`src/rtl/div_pkg.sv`:
```
// Shared types and constants for the ratio-programmable clock divider.
package div_pkg;

    localparam int DIV_W_DEF = 8;
    localparam int MIN_DIV   = 2;

    typedef enum logic [1:0] {
        IDLE  = 2'd0,
        RUN   = 2'd1,
        DRAIN = 2'd2
    } state_e;

    function automatic logic ratio_ok(input logic [31:0] n);
        return n >= 32'(MIN_DIV);
    endfunction

endpackage

```
`src/rtl/div_core.sv`:
```
// Period counter: boundary compare, registered tick pulse and clk_out toggle.
module div_core
    import div_pkg::*;
#(
    parameter int DIV_W = DIV_W_DEF
) (
    input  logic             clk_in,
    input  logic             reset,
    input  logic             cnt_en_i,
    input  logic             load_i,
    input  logic [DIV_W-1:0] load_div_i,
    output logic [DIV_W-1:0] count_o,
    output logic [DIV_W-1:0] cur_div_o,
    output logic             tick_o,
    output logic             clk_out_o,
    output logic             boundary_o
);

    logic [DIV_W-1:0] count_q, count_d;
    logic [DIV_W-1:0] cur_div_q, cur_div_d;
    logic             tick_q, tick_d;
    logic             clk_q, clk_d;

    // The last cycle of a period; only meaningful while counting.
    assign boundary_o = cnt_en_i && (count_q == cur_div_q - DIV_W'(1));

    always_comb begin
        count_d   = count_q;
        cur_div_d = cur_div_q;
        tick_d    = 1'b0;
        clk_d     = clk_q;
        if (!cnt_en_i) begin
            count_d = '0;
        end else if (boundary_o) begin
            count_d = '0;
            tick_d  = 1'b1;
            clk_d   = ~clk_q;
        end else begin
            count_d = count_q + DIV_W'(1);
        end
        if (load_i) begin
            cur_div_d = load_div_i;
        end
    end

    always_ff @(posedge clk_in) begin
        if (reset) begin
            count_q   <= '0;
            cur_div_q <= '0;
            tick_q    <= 1'b0;
            clk_q     <= 1'b0;
        end else begin
            count_q   <= count_d;
            cur_div_q <= cur_div_d;
            tick_q    <= tick_d;
            clk_q     <= clk_d;
        end
    end

    assign count_o   = count_q;
    assign cur_div_o = cur_div_q;
    assign tick_o    = tick_q;
    assign clk_out_o = clk_q;

endmodule

```
`src/rtl/div_ratio_ctrl.sv`:
```
// Divider controller: run/drain FSM, ratio handshake and the pending-ratio register.
module div_ratio_ctrl
    import div_pkg::*;
#(
    parameter int DIV_W = DIV_W_DEF
) (
    input  logic             clk_in,
    input  logic             reset,
    input  logic             enable,
    input  logic             cfg_valid,
    input  logic [DIV_W-1:0] cfg_div,
    output logic             cfg_ready,
    output logic             cfg_err,
    output logic             tick,
    output logic             clk_out,
    output logic [DIV_W-1:0] cur_div,
    output logic             running,
    output state_e           dbg_state,
    output logic [DIV_W-1:0] dbg_count,
    output logic             dbg_pend_vld
);

    state_e           state_q, state_d;
    logic             pend_vld_q, pend_vld_d;
    logic [DIV_W-1:0] pend_div_q, pend_div_d;
    logic             cfg_err_q, cfg_err_d;

    logic             accept;
    logic             ratio_good;
    logic             core_en;
    logic             core_load;
    logic [DIV_W-1:0] core_load_div;
    logic             boundary;

    // Handshake: a ratio transfers on any rising edge with cfg_valid && cfg_ready.
    // Ready drops while a ratio waits for the next boundary and for the whole
    // drain. A transferred ratio below MIN_DIV is consumed but only raises cfg_err.
    assign cfg_ready  = !pend_vld_q && (state_q != DRAIN);
    assign accept     = cfg_valid && cfg_ready;
    assign ratio_good = ratio_ok(32'(cfg_div));
    assign core_en    = (state_q != IDLE);

    always_comb begin
        state_d       = state_q;
        pend_vld_d    = pend_vld_q;
        pend_div_d    = pend_div_q;
        cfg_err_d     = accept && !ratio_good;
        core_load     = 1'b0;
        core_load_div = cfg_div;
        case (state_q)
            IDLE: begin
                if (accept && ratio_good) begin
                    core_load = 1'b1;
                end
                if (enable && (cur_div >= DIV_W'(MIN_DIV))) begin
                    state_d = RUN;
                end
            end
            RUN: begin
                if (boundary && pend_vld_q) begin
                    core_load     = 1'b1;
                    core_load_div = pend_div_q;
                    pend_vld_d    = 1'b0;
                end
                // Acceptance needs pend_vld_q low, so it never collides with the apply above.
                if (accept && ratio_good) begin
                    pend_vld_d = 1'b1;
                    pend_div_d = cfg_div;
                end
                if (!enable) begin
                    state_d = DRAIN;
                end
            end
            DRAIN: begin
                if (boundary && pend_vld_q) begin
                    core_load     = 1'b1;
                    core_load_div = pend_div_q;
                    pend_vld_d    = 1'b0;
                end
                // Finish only on the boundary that takes clk_out from 1 to 0.
                if (boundary && clk_out) begin
                    state_d = IDLE;
                end
            end
            default: begin
                state_d = IDLE;
            end
        endcase
    end

    always_ff @(posedge clk_in) begin
        if (reset) begin
            state_q    <= IDLE;
            pend_vld_q <= 1'b0;
            pend_div_q <= '0;
            cfg_err_q  <= 1'b0;
        end else begin
            state_q    <= state_d;
            pend_vld_q <= pend_vld_d;
            pend_div_q <= pend_div_d;
            cfg_err_q  <= cfg_err_d;
        end
    end

    div_core #(
        .DIV_W(DIV_W)
    ) u_core (
        .clk_in     (clk_in),
        .reset      (reset),
        .cnt_en_i   (core_en),
        .load_i     (core_load),
        .load_div_i (core_load_div),
        .count_o    (dbg_count),
        .cur_div_o  (cur_div),
        .tick_o     (tick),
        .clk_out_o  (clk_out),
        .boundary_o (boundary)
    );

    assign cfg_err      = cfg_err_q;
    assign running      = (state_q == RUN) || (state_q == DRAIN);
    assign dbg_state    = state_q;
    assign dbg_pend_vld = pend_vld_q;

endmodule

```
`config.mk`:
```
export PLATFORM = sky130hd
export DESIGN_NAME = div_ratio_ctrl
export DESIGN_NICKNAME = d
export VERILOG_FILES = /design/src/rtl/div_pkg.sv /design/src/rtl/div_core.sv /design/src/rtl/div_ratio_ctrl.sv
export SDC_FILE = /design/constraint.sdc
export NUM_CORES = 1
export LEC_CHECK = 0
export BUFFER_PORTS_ARGS = -buffer_cell sky130_fd_sc_hd__buf_2
export CAP_MARGIN = 20
export CORE_ASPECT_RATIO = 1.2
export CORE_MARGIN = 4
export CORE_UTILIZATION = 48
export CTS_CLUSTER_SIZE = 40
export DETAILED_ROUTE_END_ITERATION = 10
export PLACE_DENSITY = 0.78
export SYNTH_ARGS = -nofsm -noshare
export SYNTH_HDL_FRONTEND = slang
export SYNTH_HIERARCHICAL = 1
export SYNTH_SLANG_ARGS = --single-unit
```
`constraint.sdc`:
```
create_clock -name clk_in -period 2.9 [get_ports clk_in]
set_clock_uncertainty 0.05 [all_clocks]
set_input_delay 0.435 -clock clk_in [delete_from_list [all_inputs] [get_ports clk_in]]
set_output_delay 0.435 -clock clk_in [all_outputs]
set_load 0.05 [all_outputs]
```
# Yosys cells after proc, flatten, opt, wreduce, memory -nomap -nowiden
# Index checks and enable logic that the tools add are counted.
# W data, S select, Z words.
# word_totals
regBits	30
in_bits	12
out_inout_bits	24
elab_cells	54
# op_classes
add_sub_neg	2
n_lt_le_gt_ge	2
n_eq_ne	7
n_mux	13
bitwise_logic	2
reduce_logical	20
# ops
cell	n
$ge A8 B2 Y1 const B	2
$mux W8	2
$add A8 B1 Y8 const B	1
$eq A8 B8 Y1	1
$logic_and A1 B1 Y1	8
$ne A2 B2 Y1 const B	4
$sub A8 B1 Y8 const B	1
$mux W2	3
$pmux W2 S3	1
$mux W1	5
$pmux W1 S2	2
$reduce_and A2 Y1	2
$reduce_bool A2 Y1	2
$reduce_or A2 Y1	2
$reduce_and A3 Y1	1
$reduce_or A3 Y1	1
$eq A2 B1 Y1 const B	1
$eq A2 B2 Y1 const B	1
$logic_not A1 Y1	2
$logic_not A2 Y1	1
$not A1 Y1	2
$logic_or A1 B1 Y1	1

# Depth between registers and ports, before layout
# Gate-level depths: netlist (run 1).
# depth
ltp_word	7
ltp_mapped	13
ltp_nobuf	11

# By module
# The synthesis (run 1) kept the hierarchy.
# by_module_without_submodules
module	n_inst	cells_per_inst	area_per_inst_um2	seq_area_each_um2
div_core	1	105	930.9	360.3
div_ratio_ctrl	1	71	696.9	240.2

# Worst setup path after synthesis (run 1)
# Ideal clock, no wire load.
# synth_path
kind	flip-flop to flip-flop
startpoint	register u_core.cur_div_q[0], in the netlist u_core/cur_div_o[0]
endpoint	register u_core.cur_div_q[2], in the netlist u_core/cur_div_o[2]
setup_ps	128
t_arrival_ps	3311
required_time_ps	2722
slack_ps	-589
stages_incl_launch_ff	14
n_path_buf	2
synth_period_minus_slack_ps	3489
path_cell_list	dfxtp_1 -> inv_1 -> ha_1 -> clkbuf_2 -> xnor2_1 -> a21oi_1 -> o2111ai_1 -> or4_4 -> nor2_1 -> nand3_1 -> a21oi_1 -> clkbuf_1 -> mux2i_1 -> nor2_1
# synth_between
elab_chain_len	6
elab_cells_between_ends	8
cone_classes	add/sub (1); eq/ne (1); mux (4); reduce/logical (2)
# synth_lines
element	line	rtl
start: declaration	div_core.sv:20	logic [DIV_W-1:0] cur_div_q, cur_div_d;
start signal: assignment	div_core.sv:54	cur_div_q <= cur_div_d;
$sub A8 B1 Y8	div_core.sv:25	assign boundary_o = cnt_en_i && (count_q == cur_div_q - DIV_W'(1));
$eq A8 B8 Y1	div_core.sv:25	
$logic_and A1 B1 Y1	div_core.sv:25	
via boundary	div_ratio_ctrl.sv:33	logic boundary;
$logic_and A1 B1 Y1	div_ratio_ctrl.sv:60, div_ratio_ctrl.sv:75	
$mux W1	div_ratio_ctrl.sv:60, div_ratio_ctrl.sv:75	
$pmux W1 S2	div_ratio_ctrl.sv:50	case (state_q)
via core_load	div_ratio_ctrl.sv:31	logic core_load;
# The timed path passes the listed nets, and every way through them passes these cells.
# A chain may end at the register's enable or synchronous reset.

# Final worst setup path (run 1)
# layout_path
startpoint	register u_core.cur_div_q[0], in the netlist u_core/cur_div_o[0]
endpoint	register u_core.cur_div_q[7], in the netlist u_core/cur_div_o[7]
# Same word-level chain as after synthesis.

==> results of run 1 <==
-- synth_stat cells --
library cell   n
or2_4          1
nand4bb_4      1
dfxtp_1       30
o22ai_1        1
and3_1         1
and2_1         1
nand2_1        9
mux2_2         8
nor4_4         1
o22a_1         1
or3_1          2
xor2_1         7
o21ai_0        1
a211oi_1       1
inv_1          6
nand3_1        4
buf_1          1
clkbuf_2       1
ha_1           6
o2111ai_1      1
a22oi_1        1
xnor2_1       10
nor3_1         4
clkbuf_1       3
nor2_1        32
nor4_2         1
nor4bb_1       1
o21ai_2        1
mux2i_1       16
a21oi_4        1
or2_2          1
a21oi_1        7
a21o_1         1
or4_4          1
a211o_1        1
nor4_1         2
o31ai_1        1
a21boi_1       2
o21bai_1       1
nand4_1        2
nor2b_1        3
-- worst reg2reg max path, cell delays in order (launching register included) --
cell,delay [ns]
dfxtp_4,0.39
inv_1,0.05
ha_2,0.28
xnor2_1,0.12
a21oi_1,0.12
o2111ai_1,0.12
or4_4,0.47
nor2_4,0.16
nand3_4,0.15
a21oi_1,0.18
buf_4,0.21
mux2i_1,0.19
nor2_1,0.06
-- report_power, final --
| group | switching (uW) | internal (uW) |
|---|---|---|
| Combinational | 220 | 136 |
| Sequential | 39.9 | 439 |
| Clock | 146 | 90.9 |
-- flip-flops by register name (all words and copies together), names as in the netlist --
name              flops
u_core/tick_o         1
u_core/count_o        8
u_core/clk_out_o      1
pend_div_q            8
dbg_state             2
dbg_pend_vld          1
u_core/cur_div_o      8
cfg_err               1
-- cells by family (layout without fill, tap and decap cells) --
logic type / count (synthesis) / count (layout) / synth area share, %
AOI/OAI and AO/OA: 21 / 21 / 9.22
adders and majority gates: 6 / 6 / 4.61
DFF: 30 / 30 / 36.9
muxes: 24 / 24 / 15.4
buffers and inverters: 11 / 51 / 2.61
and+or+nand+nor: 67 / 67 / 22.1
xor gates and xnor gates: 17 / 17 / 9.15
-- final cells by class --
type,instances,area (um^2)
fill,281,1240
multi-input combinational,135,1010
sequential,30,608
timing repair buffer,37,190
tap,36,45.0
clock buffer,6,41.3
inverter,6,22.5
clock inverter,2,8.76
-- metrics by stage --
stage	area, um^2	hold WS [ns]
6_report	1920	0.316
3_5_place_dp	1860	0.429
4_1_cts	1910	0.304
5_1_grt	1920	0.314
2_1_floorplan	1650	0.406
3_3_place_gp	1860	0.418
-- final timing paths --
kind	end	start	slack (ns)
min reg2reg	pend_div_q[3]	pend_div_q[3]	0.45
max reg2reg	u_core/cur_div_o[7]	u_core/cur_div_o[0]	0.23
max	u_core/cur_div_o[7]	u_core/cur_div_o[0]	0.23
min	pend_div_q[4]	cfg_div[4]	0.32
-- per-layer routing --
| metal | routed length, um | GRT usage (%) | vias up |
|---|---|---|---|
| met5 | 0 | 0 | - |
| li1 | - | - | 689 |
| met1 | 1490 | 20.9 | 620 |
| met2 | 1690 | 27.6 | 41 |
| met3 | 260 | 5.77 | 5 |
| met4 | 45 | 6.02 | 0 |
-- timing repair --
action | CTS | global route
gates resized for setup | 0 | 3
endpoints found under the setup margin | 0 | 8
endpoints found under the hold margin | 0 | 0
==> flow_metrics.env, run 1 <==
export IMPL_status="finished, final reports clean"
export IMPL_cp_slowest_stage_delay_ns=0.47
export IMPL_final_cell_mix="35 x buf_2, 31 x nor2_1, 28 x dfxtp_1"
export IMPL_placed_cells=244
export IMPL_cp_common_cell="a21oi_1"
export IMPL_maxCapViolCount=0
export IMPL_hp_class="input port to flip-flop"
export IMPL_synth_top_area_share_pct=36.9
export IMPL_post_cts_buffers=0
export IMPL_synth_net_count=194
export IMPL_routedWlPerCell_um=13.9
export IMPL_period_share_pct=92.1
export IMPL_p_total_uw=1070
export IMPL_worst_path_max_delay_cell="or4_4"
export IMPL_grt_first_pass_wirelength_mm=5.71
export IMPL_yosysWarnings=6
export IMPL_hold_violations=0
export IMPL_synth_cells=176
export IMPL_syn_to_final_growth_pct=18.1
export IMPL_power_density_mw_per_mm2=557
export IMPL_setup_tns_ns=0
export IMPL_layoutNonFillerInstCount=252
export IMPL_antenna_found_initial=0
export IMPL_p_leak_uw=0.000809
export IMPL_mostFrequentLayoutCell="buf_2"
export IMPL_clock_latency_ns=0.33
export IMPL_cts_htree_levels=2
export IMPL_period_needed_ns=2.67
export IMPL_rows=22
export IMPL_cp_top_family="simple AND/OR/NAND/NOR gates"
export IMPL_min_path_cells=3
export IMPL_cts_tree="built"
export IMPL_ys_ff_latch=30
export IMPL_detail_route_first_pass_iterations=4
export IMPL_finalSetupViolations=0
export IMPL_maxSlewViolCount=0
export IMPL_dieArea_mm2=0.00439
export IMPL_max_slew_margin_rel_pct=71.8
export IMPL_antenna_cells=0
export IMPL_grt_util_all_layers_pct=17.2
export IMPL_drtIter0Drc=59
export IMPL_ys_seq_area_share_pct=36.9
export IMPL_drive_gt1_share_pct=29.6
export IMPL_coreArea_mm2=0.00317
export IMPL_synth_area_mm2=0.00163
export IMPL_nets=233
export IMPL_path_max_fanout=9
export IMPL_cts_root_buf="clkbuf_4"
export IMPL_rsz0062_at_grt="false"
export IMPL_start_util_pct=51.4
export IMPL_synthTopCellsByArea="dfxtp_1 37%, mux2i_1 9.8%, nor2_1 7.4%, mux2_2 5.5%, xnor2_1 5.4%"
export IMPL_timing_fmax_ghz=0.374
export IMPL_worst_path_buf_inv=2
export IMPL_rr_worst_depth=12
export IMPL_worst_pin_slew_ns=0.420
export IMPL_arrival_ns=2.83
export IMPL_finalWorstSetupSlack_ns=0.229
export IMPL_cts_buffers=5
export IMPL_gp_congestion=0.790
export IMPL_num_vias=1355
export IMPL_die_y_um=71.8
export IMPL_drtAntennaViolNets=0
export IMPL_synth_area_leader_cell="dfxtp_1"
export IMPL_dp_hpwl_mm=2.60
export IMPL_clkSlewWorstSetupHoldPaths_ns=0.09
export IMPL_grt_pass1_vias=1252
export IMPL_final_util_pct=60.8
export IMPL_cp_depth=12
export IMPL_cts_buffer_depth=2
export IMPL_overflow=0
export IMPL_portBuffers=35
export IMPL_syn_avg_cell_area_um2=9.25
export IMPL_pre_cts_ws_ns=0.0683
export IMPL_viasPerCell=5.38
export IMPL_clkSinkCount=30
export IMPL_grt_max_degree=24
export IMPL_post_route_drc_count=0
export IMPL_crit_chain="inv_1, ha_2, xnor2_1, a21oi_1, o2111ai_1, or4_4, nor2_4, nand3_4, a21oi_1, buf_4, mux2i_1, nor2_1"
export IMPL_start_kind="flip-flop"
export IMPL_ir_drop_mv=0.370
export IMPL_yosysUniqueCellTypes=41
export IMPL_num_io_pins=36
export IMPL_crit_type="flip-flop to flip-flop"
export IMPL_critPathRequiredTime_ns=3.06
export IMPL_fp_dieW_um=61.2
export IMPL_cts_hold_buf=0
export IMPL_cp_end_kind="flip-flop"
export IMPL_drt_wl_total_mm=3.49
Power figures use the tool's default switching activity.
==> run 2: changes to the inputs <==
--- a/config.mk
+++ b/config.mk
@@ -9,10 +9,10 @@
 export CAP_MARGIN = 20
 export CORE_ASPECT_RATIO = 1.2
 export CORE_MARGIN = 4
-export CORE_UTILIZATION = 48
+export CORE_UTILIZATION = 57
 export CTS_CLUSTER_SIZE = 40
 export DETAILED_ROUTE_END_ITERATION = 10
-export PLACE_DENSITY = 0.78
+export PLACE_DENSITY = 0.86
 export SYNTH_ARGS = -nofsm -noshare
 export SYNTH_HDL_FRONTEND = slang
 export SYNTH_HIERARCHICAL = 1
==> constraint.sdc (replaced) <==
create_clock -name clk_in -period 3.12 [get_ports clk_in]
set_clock_uncertainty 0.05 [all_clocks]
set_input_delay 0.468 -clock clk_in [delete_from_list [all_inputs] [get_ports clk_in]]
set_output_delay 0.468 -clock clk_in [all_outputs]
set_load 0.05 [all_outputs]
==> flow_metrics.env, run 2 (synthesized netlist as in run 1, its figures left out) <==
export IMPL_hold_violations=0
export IMPL_critPathRequiredTime_ns=3.27
export IMPL_routedWlPerCell_um=15.2
export IMPL_worst_pin_slew_ns=0.569
export IMPL_antenna_cells=0
export IMPL_crit_type="flip-flop to flip-flop"
export IMPL_dp_hpwl_mm=2.84
export IMPL_maxCapViolCount=0
export IMPL_post_cts_resized=0
export IMPL_ir_drop_mv=0.428
export IMPL_r2r_start="u_core/cur_div_o[0]"
export IMPL_multiInputGateArea_um2=985
export IMPL_min_to="pend_div_q[2]"
export IMPL_cts_root_buf="clkbuf_4"
export IMPL_cts_tree="built"
export IMPL_portBuffers=35
export IMPL_grt_pass1_vias=1365
export IMPL_p_leak_uw=0.000824
export IMPL_hp_class="input port to flip-flop"
export IMPL_arrival_ns=3.07
export IMPL_cp_end_kind="flip-flop"
export IMPL_finalSetupViolations=0
export IMPL_maxSlewViolCount=0
export IMPL_dieArea_mm2=0.00378
export IMPL_rows=20
export IMPL_die_y_um=66.5
export IMPL_r2r_end="u_core/cur_div_o[1]"
export IMPL_gp_congestion=0.839
export IMPL_drtAntennaViolNets=0
export IMPL_timing_fmax_ghz=0.342
export IMPL_overflow=0
export IMPL_cts_buffers=5
export IMPL_layoutNonFillerInstCount=249
export IMPL_antenna_found_initial=0
export IMPL_post_route_drc_count=0
export IMPL_num_io_pins=36
export IMPL_syn_to_final_growth_pct=18.0
export IMPL_regArea_um2=603
export IMPL_post_cts_buffers=0
export IMPL_cts_hold_buf=0
export IMPL_viasPerCell=5.60
export IMPL_cts_htree_levels=2
export IMPL_drt_wl_total_mm=3.78
export IMPL_detail_route_first_pass_iterations=5
export IMPL_min_path_cells=3
export IMPL_clkSlewWorstSetupHoldPaths_ns=0.10
export IMPL_status="finished, final reports clean"
export IMPL_power_frac_clock_pct=27.0
export IMPL_drtIter0Drc=54
export IMPL_p_sw_share_pct=35.8
export IMPL_switching_power_uw=381
export IMPL_clkSinkCount=30
export IMPL_setup_tns_ns=0
export IMPL_pre_cts_ws_ns=0.315
export IMPL_placed_cells=241
export IMPL_drive_gt1_share_pct=29.2
export IMPL_dpl_cell_area_mm2=0.00184
export IMPL_start_util_pct=62.0
export IMPL_seq_power_share_pct=41.8
export IMPL_num_vias=1394
export IMPL_grt_util_all_layers_pct=21.6
export IMPL_path_max_fanout=8
export IMPL_nFillCells=210
export IMPL_nets=233
export IMPL_clock_latency_ns=0.33
export IMPL_grt_max_degree=24
export IMPL_mostFrequentLayoutCell="buf_2"
export IMPL_period_share_pct=93.6
export IMPL_grt_first_pass_wirelength_mm=6.27
export IMPL_intPower_uw=683
export IMPL_fin_area_mm2=0.00192
export IMPL_coreArea_mm2=0.00263
export IMPL_rsz0062_at_grt="false"
export IMPL_cts_buffer_depth=2
export IMPL_period_needed_ns=2.92
export IMPL_min_from="cfg_div[2]"
export IMPL_r2r_slack_ns=0.20
export IMPL_final_util_pct=73.1
export IMPL_max_slew_margin_rel_pct=61.7
export IMPL_power_density_mw_per_mm2=554
export IMPL_start_kind="flip-flop"
export IMPL_fp_dieW_um=56.8
export IMPL_combinationalPowerShare_pct=31.1
export IMPL_final_cell_mix="35 x buf_2, 32 x nor2_1, 28 x dfxtp_1"
export IMPL_finalWorstSetupSlack_ns=0.199
export IMPL_rr_worst_depth=12
-- run 2: worst max-delay path by stage --
stage	from	end	slack, ns
global route	u_core/cur_div_o[0]	u_core/cur_div_o[1]	0.009
global placement	u_core/cur_div_o[0]	u_core/cur_div_o[1]	0.43
detailed placement	u_core/cur_div_o[0]	u_core/cur_div_o[1]	0.32
finish	u_core/cur_div_o[0]	u_core/cur_div_o[1]	0.20
floorplan	u_core/cur_div_o[0]	u_core/cur_div_o[2]	0.006
CTS	u_core/cur_div_o[0]	u_core/cur_div_o[1]	0.25
-- run 2: cell type report --
class	count	share of cell area, %
repair buffers	37	9.90
clock buffers	8	4.10
inverters	6	1.17
flip-flops and latches	30	31.4
multi-input cells	135	51.3
well taps	33	2.15
-- run 2: power by group through the flow --
stage / Sequential (uW) / Clock, uW / Combinational (uW)
6_report: 445 / 288 / 331
5_1_grt: 450 / 320 / 355
4_1_cts: 445 / 294 / 329
3_5_place_dp: 454 / 0 / 325
3_3_place_gp: 451 / 0 / 315
2_1_floorplan: 506 / 0 / 197
-- run 2: through the flow --
step / hold slack [ns] / total power [uW]
2_1_floorplan: 0.406 / 704
5_1_grt: 0.340 / 1130
3_5_place_dp: 0.438 / 779
4_1_cts: 0.348 / 1070
6_report: 0.354 / 1060
3_3_place_gp: 0.424 / 766
-- run 2: layer usage --
metal | track usage, % | wire (um) | up-vias
met5 | 0 | 0 | -
met2 | 37.7 | 1900 | 45
met3 | 7.95 | 228 | 18
met1 | 22.6 | 1500 | 643
met4 | 11.3 | 155 | 0
li1 | - | - | 688
-- run 2: critical path: stages, from the launching register on --
cell       delay (ns)
dfxtp_2          0.40
inv_1            0.07
ha_1             0.29
xnor2_1          0.19
a21oi_1          0.19
o2111ai_1        0.13
or4_4            0.45
nor2_1           0.21
nand3_1          0.13
buf_4            0.19
mux2_2           0.27
mux2i_1          0.14
nor2_1           0.07
==> run 3: changes to the inputs <==
--- a/config.mk
+++ b/config.mk
@@ -13,6 +13,7 @@
 export CTS_CLUSTER_SIZE = 40
 export DETAILED_ROUTE_END_ITERATION = 10
 export PLACE_DENSITY = 0.86
+export REMOVE_ABC_BUFFERS = 1
 export SYNTH_ARGS = -nofsm -noshare
 export SYNTH_HDL_FRONTEND = slang
 export SYNTH_HIERARCHICAL = 1
==> flow_metrics.env, run 3 (synthesized netlist as in run 1, its figures left out) <==
export IMPL_drtIter0Drc=37
export IMPL_post_cts_resized=0
export IMPL_p_leak_uw=0.000814
export IMPL_mostFrequentLayoutCell="buf_2"
export IMPL_drive_gt1_share_pct=27.8
export IMPL_start_util_pct=62.0
export IMPL_detail_route_first_pass_iterations=4
export IMPL_clkSinkCount=30
export IMPL_top_layer="met4"
export IMPL_hp_class="input port to flip-flop"
export IMPL_cp_end_kind="flip-flop"
export IMPL_wl_met3_um=197
export IMPL_cts_hold_buf=0
export IMPL_final_util_pct=72.3
export IMPL_maxCapViolCount=0
export IMPL_rows=20
export IMPL_grt_max_degree=24
export IMPL_finalSetupViolations=0
export IMPL_maxSlewViolCount=0
export IMPL_post_cts_buffers=0
export IMPL_route_met2_wl_mm=1.78
export IMPL_period_share_pct=94.9
export IMPL_antenna_found_initial=0
export IMPL_overflow=0
export IMPL_power_density_mw_per_mm2=537
export IMPL_grt_first_pass_wirelength_mm=5.82
export IMPL_dieArea_mm2=0.00378
export IMPL_grt_pass1_vias=1275
export IMPL_critPathRequiredTime_ns=3.30
export IMPL_period_needed_ns=2.96
export IMPL_multiInputGateArea_um2=985
export IMPL_routedWlPerCell_um=14.5
export IMPL_nFillCells=211
export IMPL_grt_util_all_layers_pct=20.2
export IMPL_pre_cts_ws_ns=0.229
export IMPL_syn_to_final_growth_pct=16.7
export IMPL_clock_latency_ns=0.35
export IMPL_max_slew_margin_rel_pct=60.8
export IMPL_clkSlewWorstSetupHoldPaths_ns=0.10
export IMPL_cts_root_buf="clkbuf_4"
export IMPL_num_io_pins=36
export IMPL_hold_violations=0
export IMPL_arrival_ns=3.14
export IMPL_path_max_fanout=8
export IMPL_drtAntennaViolNets=0
export IMPL_crit_type="flip-flop to flip-flop"
export IMPL_finalWorstSetupSlack_ns=0.158
export IMPL_cts_tree="built"
export IMPL_die_y_um=66.5
export IMPL_cts_buffer_depth=2
export IMPL_cts_htree_levels=2
export IMPL_fp_dieW_um=56.8
export IMPL_antenna_cells=0
export IMPL_timing_fmax_ghz=0.338
export IMPL_status="finished, final reports clean"
export IMPL_worst_pin_slew_ns=0.583
export IMPL_rsz0062_at_grt="false"
export IMPL_drt_wl_total_mm=3.61
export IMPL_ir_drop_mv=0.401
export IMPL_gp_congestion=0.798
export IMPL_portBuffers=35
export IMPL_viasPerCell=5.57
export IMPL_routedLengthMet1_mm=1.52
export IMPL_coreArea_mm2=0.00263
export IMPL_nets=233
export IMPL_post_route_drc_count=0
export IMPL_dp_hpwl_mm=2.71
export IMPL_num_vias=1388
export IMPL_regArea_um2=601
export IMPL_cts_buffers=5
export IMPL_start_kind="flip-flop"
export IMPL_final_cell_mix="35 x buf_2, 32 x nor2_1, 30 x dfxtp_1"
-- run 3: critical path: stages, from the launching register on --
cell	delay, ns
dfxtp_1	0.48
inv_1	0.08
ha_1	0.30
xnor2_1	0.19
a21oi_1	0.17
o2111ai_1	0.13
or4_4	0.45
nor2_1	0.21
nand3_1	0.13
buf_4	0.19
mux2_2	0.27
mux2i_1	0.15
nor2_1	0.06
-- run 3: worst paths after layout --
path,start,to,slack (ns),depth (start not counted)
setup / recovery,u_core/cur_div_o[0],u_core/cur_div_o[0],0.16,12
hold / removal,cfg_div[0],pend_div_q[0],0.34,3
setup reg to reg,u_core/cur_div_o[0],u_core/cur_div_o[0],0.16,12
hold reg to reg,pend_div_q[4],pend_div_q[4],0.46,2
-- run 3: cell type report --
| class | count | area share [%] |
|---|---|---|
| Sequential cell | 30 | 31.6 |
| Tap cell | 33 | 2.17 |
| Inverter | 6 | 1.19 |
| Clock inverter | 1 | 0.264 |
| Timing Repair Buffer | 37 | 10.0 |
| Multi-Input combinational cell | 135 | 51.8 |
| Clock buffer | 7 | 2.90 |
-- run 3: power breakdown --
group	total (uW)	leakage [uW]	internal [uW]	switching (uW)
combinational	327	0.000535	121	205
sequential	444	0.000244	407	37.0
clock	249	0.0000353	109	140
-- run 3: through the flow --
stage | setup TNS (ns) | std cells | power [uW] | cell area [um^2] | hold WS (ns)
3_5_place_dp | 0 | 241 | 777 | 1840 | 0.435
4_1_cts | 0 | 249 | 1020 | 1900 | 0.333
6_report | 0 | 249 | 1020 | 1900 | 0.339
5_1_grt | 0 | 249 | 1070 | 1900 | 0.356
3_3_place_gp | 0 | 241 | 765 | 1840 | 0.425
2_1_floorplan | -3.77 | 171 | 698 | 1610 | 0.406
-- run 3: per-layer routing --
metal  track usage (%)  vias up
li1                  -      692
met1              22.2      638
met2              34.7       46
met3              5.62       12
met4              11.6        0
met5                 0        -
